==> src/rtl/search_data_feeder_if.sv <==
`default_nettype none
// +----------------------------------------------------------------------+
// | search_data_feeder_if                                                |
// | Memory read port plus current-row and reference-beat output streams  |
// | of the search data feeder.                                           |
// | Revision: 1.0                                                        |
// +----------------------------------------------------------------------+
interface search_data_feeder_if;
  logic         mem_rd_req;
  logic [19:0]  mem_rd_addr;
  logic         mem_rd_gnt;
  logic         mem_rd_valid;
  logic [511:0] mem_rd_data;
  logic [511:0] current_64pixels;
  logic         in_curr_enable;
  logic [255:0] ref_input;
  logic         ref_valid;
  logic         ref_ready;

  // The feeder side
  modport master (
    output mem_rd_req, mem_rd_addr, current_64pixels, in_curr_enable,
           ref_input, ref_valid,
    input  mem_rd_gnt, mem_rd_valid, mem_rd_data, ref_ready
  );

  // Memory / PE array / reference memory side
  modport slave (
    input  mem_rd_req, mem_rd_addr, current_64pixels, in_curr_enable,
           ref_input, ref_valid,
    output mem_rd_gnt, mem_rd_valid, mem_rd_data, ref_ready
  );
endinterface
`default_nettype wire

==> src/rtl/search_data_feeder.sv <==
`default_nettype none
// +----------------------------------------------------------------------+
// | search_data_feeder                                                   |
// | Fetches CUR_ROWS current-block rows (streamed straight to the PE     |
// | array) then REF_WORDS reference words (buffered, split into two      |
// | 256-bit beats each) with credit-limited outstanding reads.           |
// | Revision: 1.0                                                        |
// +----------------------------------------------------------------------+
module search_data_feeder #(
  parameter int CUR_ROWS   = 64,
  parameter int REF_WORDS  = 96,
  parameter int FIFO_DEPTH = 4
) (
  input  wire        clk,
  input  wire        rst_n,
  input  wire        start,
  input  wire [19:0] cur_base,
  input  wire [19:0] ref_base,
  input  wire [11:0] stride,
  output logic       busy,
  output logic       done,
  search_data_feeder_if.master bus
);

  localparam int c_PW   = (FIFO_DEPTH > 1) ? $clog2(FIFO_DEPTH) : 1;
  localparam int c_CW   = $clog2(FIFO_DEPTH + 1);
  localparam int c_MAXN = (CUR_ROWS > REF_WORDS) ? CUR_ROWS : REF_WORDS;
  localparam int c_RW   = $clog2(c_MAXN + 1);

  typedef enum logic [1:0] {
    ST_IDLE  = 2'd0,
    ST_CUR   = 2'd1,
    ST_REF   = 2'd2,
    ST_DRAIN = 2'd3
  } state_t;

  state_t            r_state;
  logic [19:0]       r_addr;
  logic [19:0]       r_ref_base;
  logic [11:0]       r_stride;
  logic [c_RW-1:0]   r_req_cnt;
  logic [c_CW-1:0]   r_out;      // granted reads not yet returned
  logic [c_CW-1:0]   r_cur_out;  // of those, how many belong to the CUR phase
  logic [c_CW-1:0]   r_count;    // FIFO occupancy in words
  logic [c_PW-1:0]   r_wr_ptr;
  logic [c_PW-1:0]   r_rd_ptr;
  logic              r_half;     // 0: presenting low half of head word
  logic [511:0]      r_cur_data;
  logic              r_cur_en;
  logic              r_done;
  logic [511:0]      r_fifo [FIFO_DEPTH];

  logic w_active, w_credit, w_req, w_grant;
  logic w_ret, w_ret_cur, w_push, w_ref_valid, w_beat, w_pop, w_last;

  function automatic logic [c_PW-1:0] f_ptr_inc(input logic [c_PW-1:0] p);
    return (p == c_PW'(FIFO_DEPTH - 1)) ? '0 : p + 1'b1;
  endfunction

  // Reads are issued only while the returns they produce are guaranteed a
  // slot; since the credit sum cannot grow without a grant, a raised request
  // stays raised with a stable address until it is granted.
  assign w_active    = (r_state == ST_CUR) || (r_state == ST_REF);
  assign w_credit    = ({1'b0, r_out} + {1'b0, r_count}) < (c_CW + 1)'(FIFO_DEPTH);
  assign w_req       = w_active && w_credit;
  assign w_grant     = w_req && bus.mem_rd_gnt;
  // Returns arrive in request order, so the first r_cur_out of them are rows.
  // A return with nothing outstanding is stale (e.g. issued before a reset).
  assign w_ret       = bus.mem_rd_valid && (r_out != '0);
  assign w_ret_cur   = w_ret && (r_cur_out != '0);
  assign w_push      = w_ret && (r_cur_out == '0);
  assign w_ref_valid = (r_count != '0);
  assign w_beat      = w_ref_valid && bus.ref_ready;
  assign w_pop       = w_beat && r_half;
  assign w_last      = w_pop && (r_state == ST_DRAIN) && (r_out == '0) &&
                       (r_count == c_CW'(1));

  assign bus.mem_rd_req       = w_req;
  assign bus.mem_rd_addr      = r_addr;
  assign bus.current_64pixels = r_cur_data;
  assign bus.in_curr_enable   = r_cur_en;
  assign bus.ref_valid        = w_ref_valid;
  assign bus.ref_input        = !w_ref_valid ? '0 :
                                r_half ? r_fifo[r_rd_ptr][511:256] : r_fifo[r_rd_ptr][255:0];
  assign busy                 = (r_state != ST_IDLE);
  assign done                 = r_done;

  // Phase sequencing, per-phase request counting and address generation
  always_ff @(posedge clk or negedge rst_n) begin
    if (!rst_n) begin
      r_state    <= ST_IDLE;
      r_addr     <= '0;
      r_ref_base <= '0;
      r_stride   <= '0;
      r_req_cnt  <= '0;
      r_done     <= 1'b0;
    end else begin
      r_done <= w_last;
      case (r_state)
        ST_IDLE: begin
          if (start) begin
            r_state    <= ST_CUR;
            r_addr     <= cur_base;
            r_ref_base <= ref_base;
            r_stride   <= stride;
            r_req_cnt  <= '0;
          end
        end
        ST_CUR: begin
          if (w_grant) begin
            if (r_req_cnt == c_RW'(CUR_ROWS - 1)) begin
              r_state   <= ST_REF;
              r_req_cnt <= '0;
              r_addr    <= r_ref_base;
            end else begin
              r_req_cnt <= r_req_cnt + 1'b1;
              r_addr    <= r_addr + {8'd0, r_stride};
            end
          end
        end
        ST_REF: begin
          if (w_grant) begin
            if (r_req_cnt == c_RW'(REF_WORDS - 1)) begin
              r_state   <= ST_DRAIN;
              r_req_cnt <= '0;
            end else begin
              r_req_cnt <= r_req_cnt + 1'b1;
              r_addr    <= r_addr + {8'd0, r_stride};
            end
          end
        end
        default: begin
          if (w_last) r_state <= ST_IDLE;
        end
      endcase
    end
  end

  // Outstanding-read bookkeeping, total and CUR-phase share
  always_ff @(posedge clk or negedge rst_n) begin
    if (!rst_n) begin
      r_out     <= '0;
      r_cur_out <= '0;
    end else begin
      case ({w_grant, w_ret})
        2'b10:   r_out <= r_out + 1'b1;
        2'b01:   r_out <= r_out - 1'b1;
        default: ;
      endcase
      case ({w_grant && (r_state == ST_CUR), w_ret_cur})
        2'b10:   r_cur_out <= r_cur_out + 1'b1;
        2'b01:   r_cur_out <= r_cur_out - 1'b1;
        default: ;
      endcase
    end
  end

  // Reference FIFO pointers, occupancy and half-word select
  always_ff @(posedge clk or negedge rst_n) begin
    if (!rst_n) begin
      r_wr_ptr <= '0;
      r_rd_ptr <= '0;
      r_count  <= '0;
      r_half   <= 1'b0;
    end else begin
      if (w_push) r_wr_ptr <= f_ptr_inc(r_wr_ptr);
      if (w_pop)  r_rd_ptr <= f_ptr_inc(r_rd_ptr);
      if (w_beat) r_half   <= ~r_half;
      case ({w_push, w_pop})
        2'b10:   r_count <= r_count + 1'b1;
        2'b01:   r_count <= r_count - 1'b1;
        default: ;
      endcase
    end
  end

  // Reference word storage; occupancy gates the outputs so no reset needed
  always_ff @(posedge clk) begin
    if (w_push) r_fifo[r_wr_ptr] <= bus.mem_rd_data;
  end

  // Current rows bypass the FIFO with a single register stage
  always_ff @(posedge clk or negedge rst_n) begin
    if (!rst_n) begin
      r_cur_data <= '0;
      r_cur_en   <= 1'b0;
    end else begin
      r_cur_en <= w_ret_cur;
      if (w_ret_cur) r_cur_data <= bus.mem_rd_data;
    end
  end

endmodule
`default_nettype wire

==> src/flat_wrapper.sv <==
// flat-port wrapper written by rule: the top's interface ports become plain ports
module search_data_feeder_flat 
#(
  parameter int CUR_ROWS   = 64,
  parameter int REF_WORDS  = 96,
  parameter int FIFO_DEPTH = 4
)
  (clk, rst_n, start, cur_base, ref_base, stride, busy, done, bus_mem_rd_req, bus_mem_rd_addr, bus_current_64pixels, bus_in_curr_enable, bus_ref_input, bus_ref_valid, bus_mem_rd_gnt, bus_mem_rd_valid, bus_mem_rd_data, bus_ref_ready);
  search_data_feeder_if bus_i ();
  input  wire clk;
  input  wire rst_n;
  input  wire start;
  input  wire [19:0] cur_base;
  input  wire [19:0] ref_base;
  input  wire [11:0] stride;
  output logic busy;
  output logic done;
  output wire logic [$bits(bus_i.mem_rd_req)-1:0] bus_mem_rd_req;
  output wire logic [$bits(bus_i.mem_rd_addr)-1:0] bus_mem_rd_addr;
  output wire logic [$bits(bus_i.current_64pixels)-1:0] bus_current_64pixels;
  output wire logic [$bits(bus_i.in_curr_enable)-1:0] bus_in_curr_enable;
  output wire logic [$bits(bus_i.ref_input)-1:0] bus_ref_input;
  output wire logic [$bits(bus_i.ref_valid)-1:0] bus_ref_valid;
  input wire logic [$bits(bus_i.mem_rd_gnt)-1:0] bus_mem_rd_gnt;
  input wire logic [$bits(bus_i.mem_rd_valid)-1:0] bus_mem_rd_valid;
  input wire logic [$bits(bus_i.mem_rd_data)-1:0] bus_mem_rd_data;
  input wire logic [$bits(bus_i.ref_ready)-1:0] bus_ref_ready;
  assign bus_mem_rd_req = bus_i.mem_rd_req;
  assign bus_mem_rd_addr = bus_i.mem_rd_addr;
  assign bus_current_64pixels = bus_i.current_64pixels;
  assign bus_in_curr_enable = bus_i.in_curr_enable;
  assign bus_ref_input = bus_i.ref_input;
  assign bus_ref_valid = bus_i.ref_valid;
  assign bus_i.mem_rd_gnt = bus_mem_rd_gnt;
  assign bus_i.mem_rd_valid = bus_mem_rd_valid;
  assign bus_i.mem_rd_data = bus_mem_rd_data;
  assign bus_i.ref_ready = bus_ref_ready;
  search_data_feeder #(.CUR_ROWS(CUR_ROWS), .REF_WORDS(REF_WORDS), .FIFO_DEPTH(FIFO_DEPTH)) u_core (.clk(clk), .rst_n(rst_n), .start(start), .cur_base(cur_base), .ref_base(ref_base), .stride(stride), .busy(busy), .done(done), .bus(bus_i));
endmodule
==> config.mk <==
export PLATFORM = sky130hd
export DESIGN_NAME = search_data_feeder_flat
export DESIGN_NICKNAME = d
export VERILOG_FILES = /design/src/rtl/search_data_feeder_if.sv /design/src/rtl/search_data_feeder.sv /design/src/flat_wrapper.sv
export SDC_FILE = /design/constraint.sdc
export NUM_CORES = 2
export LEC_CHECK = 0
export CAP_MARGIN = 40
export CELL_PAD_IN_SITES_DETAIL_PLACEMENT = 0
export CELL_PAD_IN_SITES_GLOBAL_PLACEMENT = 2
export CORE_AREA = 2 2 534 536
export CTS_CLUSTER_DIAMETER = 150
export CTS_CLUSTER_SIZE = 20
export DETAILED_ROUTE_END_ITERATION = 12
export DIE_AREA = 0 0 536 538
export MAX_ROUTING_LAYER = met4
export PLACE_DENSITY = 0.72
export SETUP_SLACK_MARGIN = 0.5
export SYNTH_ARGS = -nofsm -noshare
export SYNTH_HDL_FRONTEND = slang
export SYNTH_SLANG_ARGS = --single-unit
==> constraint.sdc <==
create_clock -name clk -period 13.9 [get_ports clk]
set_input_delay 2.78 -clock clk [delete_from_list [all_inputs] [get_ports clk]]
set_output_delay 2.78 -clock clk [all_outputs]
set_load 0.1 [all_outputs]
==> flow_metrics.env <==
export IMPL_endpoint_kind="output pin"
export IMPL_cap_violations=0
export IMPL_pin_count=1363
export IMPL_yosysSeqAreaShare_pct=75.5
export IMPL_rsz0062_at_grt="no"
export IMPL_netlist_area_um2=101000
export IMPL_worstPathArrival_ns=5.20
export IMPL_cp_required_ns=11.12
export IMPL_syn_inst=4797
export IMPL_worstMarginPinSlew_ns=1.25
export IMPL_io_buffers=1362
export IMPL_finalCritPeriodShare_pct=57.4
export IMPL_grt_pass1_vias=57700
export IMPL_cts_hold_buffers=0
export IMPL_relSlewSlack_pct=16.6
export IMPL_cp_max_fo=102
export IMPL_initial_core_util_pct=35.6
export IMPL_die_w_um=536
export IMPL_dp_cells=10600
export IMPL_regArea_um2=76200
export IMPL_cts_resized=0
export IMPL_dr_first_iter_drc_count=4052
export IMPL_fin_skew_ns=0.0498
export IMPL_yosysUniqueCellTypes=69
export IMPL_die_area_um2=288000
export IMPL_dp_hpwl_um=205000
export IMPL_avgRoutedWirePerCell_um=27.3
export IMPL_synth_edf_count=2048
export IMPL_status="finished clean"
export IMPL_fill_cells=22200
export IMPL_synthArstFlopShare_pct=22.3
export IMPL_cts_sinks=2637
export IMPL_drtPass1Iterations=5
export IMPL_setup_viol=0
export IMPL_cts_made_buffers=159
export IMPL_grt_max_degree=137
export IMPL_path_class="register to output pin"
export IMPL_drive_above_1_share_pct=30.4
export IMPL_path_clk_slew_ns=0.09
export IMPL_areaGrowthSynthToFinish_pct=40.6
export IMPL_rr_worst_depth=4
export IMPL_ant_nets=0
export IMPL_core_area_um2=283000
export IMPL_vias_per_cell=5.03
export IMPL_antenna_found_initial=45
export IMPL_final_cell_count_no_fill=10900
export IMPL_gp_congestion=0.828
export IMPL_clockBufferDepth=4
export IMPL_rows=196
export IMPL_track_usage_pct=20.7
export IMPL_synth_flop_cell="edfxtp_1"
export IMPL_cts_htree_levels=4
export IMPL_startpoint_type="register"
export IMPL_cts_tree="yes"
export IMPL_vias=54700
export IMPL_hold_violations=0
export IMPL_whs_path_depth=1
export IMPL_drt_total_wl_um=296000
export IMPL_synth_seq_cells=2637
export IMPL_fin_nets=7559
export IMPL_multiInputGateArea_um2=23500
export IMPL_synth_warning_count=0
export IMPL_hold_class="register to register"
export IMPL_die_h_um=538
export IMPL_cts_root_buf="clkbuf_16"
export IMPL_avgSynthCellArea_um2=21.0
export IMPL_drv_slew=0
export IMPL_overflow=0
export IMPL_post_cts_buffers=0
export IMPL_insertion_delay_ns=0.86
export IMPL_syn_nets=5402
export IMPL_grt_pass1_wl_um=420000
export IMPL_whs_ns=0.496
export IMPL_finalCriticalPeriod_ns=7.98
export IMPL_drcViolationCount=0
export IMPL_fmax_mhz=125
[Yosys cell counts, types with 3 or more instances]
library cell	count	share of area, %
mux4_2	512	11
nand2_1	40	0.15
a221oi_1	7	0.061
and2_1	4	0.025
buf_4	49	0.36
buf_1	50	0.19
nand4_1	3	0.019
or3_1	4	0.025
xnor2_1	10	0.087
a21oi_1	18	0.089
fa_1	3	0.060
a21o_1	7	0.052
buf_2	62	0.31
inv_1	26	0.097
mux2_2	546	6.1
nand2b_1	3	0.019
o211ai_1	5	0.037
and3_1	15	0.093
xor2_1	7	0.061
dfrtp_1	589	15
nand3_1	10	0.050
o21ai_0	40	0.20
edfxtp_1	2048	61
ha_1	32	0.40
nor2b_1	5	0.031
or2_2	3	0.019
clkbuf_1	82	0.30
nor2_1	281	1.0
a211oi_1	4	0.030
nor3_1	15	0.074
a31oi_1	6	0.037
nand3b_1	3	0.022
mux2i_1	259	2.6
[metrics by stage]
stage	setup WS [ns]	util [%]	TNS [ns]	cell area, um^2
after floorplan	-1.85	-	-945.93	101000
after global placement	6.02	42.0	0	119000
after detailed placement	6.57	48.4	0	137000
after CTS	5.64	50.1	0	142000
after global routing	5.50	50.1	0	142000
final	5.92	50.1	0	142000
[state kept, by name, summed over array words and instances (netlist names)]
register and flops:
u_core.r_cur_out 3, u_core.r_req_cnt 7, u_core.r_half 1, u_core.r_count 3
u_core.bus.current_64pixels 512, u_core.r_out 3, u_core.r_wr_ptr 2, u_core.bus.mem_rd_addr 20
u_core.r_state 2, u_core.bus.in_curr_enable 1, u_core.r_stride 12, u_core.r_ref_base 20
u_core.r_rd_ptr 2, u_core.r_fifo 2048, u_core.done 1
[cell usage in the layout (no fill, tap or decap), types with 4 or more instances in the layout]
master	count
buf_16	499
clkbuf_16	165
nand3_1	10
o21ai_0	40
o211ai_1	5
nor3_1	14
xnor2_1	10
mux2_2	546
edfxtp_1	2048
mux4_2	512
clkbuf_1	113
diode_2	22
nand2_1	40
a221oi_1	7
and3_1	11
a21oi_1	18
or3_1	4
ha_1	32
and2_1	4
inv_1	26
buf_8	303
buf_12	21
buf_4	66
xor2_1	7
mux2i_1	259
dfrtp_1	586
clkdlybuf4s50_1	1347
a21o_1	7
nor2_1	281
a31oi_1	6
and3_4	4
a211oi_1	4
[final timing paths]
path	startpoint	to	slack, ns
setup / recovery	u_core.r_rd_ptr[0]$_DFFE_PN0N_	bus_ref_input[181]	5.92
hold / removal	u_core.r_cur_out[2]$_DFFE_PN0P_	u_core.r_cur_out[2]$_DFFE_PN0P_	0.50
setup reg to reg	u_core.r_cur_out[1]$_DFFE_PN0P_	u_core.r_fifo[3][56]$_DFFE_PP_	9.93
hold reg to reg	u_core.r_cur_out[2]$_DFFE_PN0P_	u_core.r_cur_out[2]$_DFFE_PN0P_	0.50
max in group asynchronous	rst_n	u_core.r_req_cnt[5]$_DFFE_PN0P_	9.45
min in group asynchronous	rst_n	u_core.bus.current_64pixels[217]$_DFFE_PN0P_	1.92
[final cells by class]
| cell class | instances | area share [%] |
|---|---|---|
| well taps | 3762 | 3.32 |
| clock inverters | 6 | 0.0758 |
| repair buffers | 2239 | 23.0 |
| multi-input cells | 1889 | 16.5 |
| inverters | 28 | 0.0740 |
| diodes | 22 | 0.0388 |
| clock buffers | 278 | 3.21 |
| flip-flops and latches | 2637 | 53.7 |
[per-layer routing]
layer	routed length (um)	track usage, %
met1	119000	25.7
met2	154000	35.2
met3	14800	3.03
met4	8960	6.28
met5	0	-
[kinds of logic after synthesis]
| family | after synthesis | share of synthesized area, % |
|---|---|---|
| xor gates and xnor gates | 17 | 0.148 |
| DFF | 2637 | 75.5 |
| AOI/OAI and AO/OA | 122 | 0.832 |
| and+or+nand+nor | 397 | 1.67 |
| adders and majority gates | 35 | 0.456 |
| muxes | 1318 | 20.1 |
| buffers and inverters | 271 | 1.27 |
[critical path, cell delays in order (launching register included)]
cell	delay, ns
dfrtp_4	0.59
buf_12	0.61
buf_4	0.40
buf_16	0.30
buf_4	0.62
mux4_2	0.58
mux2i_1	0.35
nor2_1	0.11
clkdlybuf4s50_1	0.51
buf_8	0.19
Power is left out: the tool's default activity adds up to more than one toggle a clock period on the data nets, which glitch-free logic cannot reach.
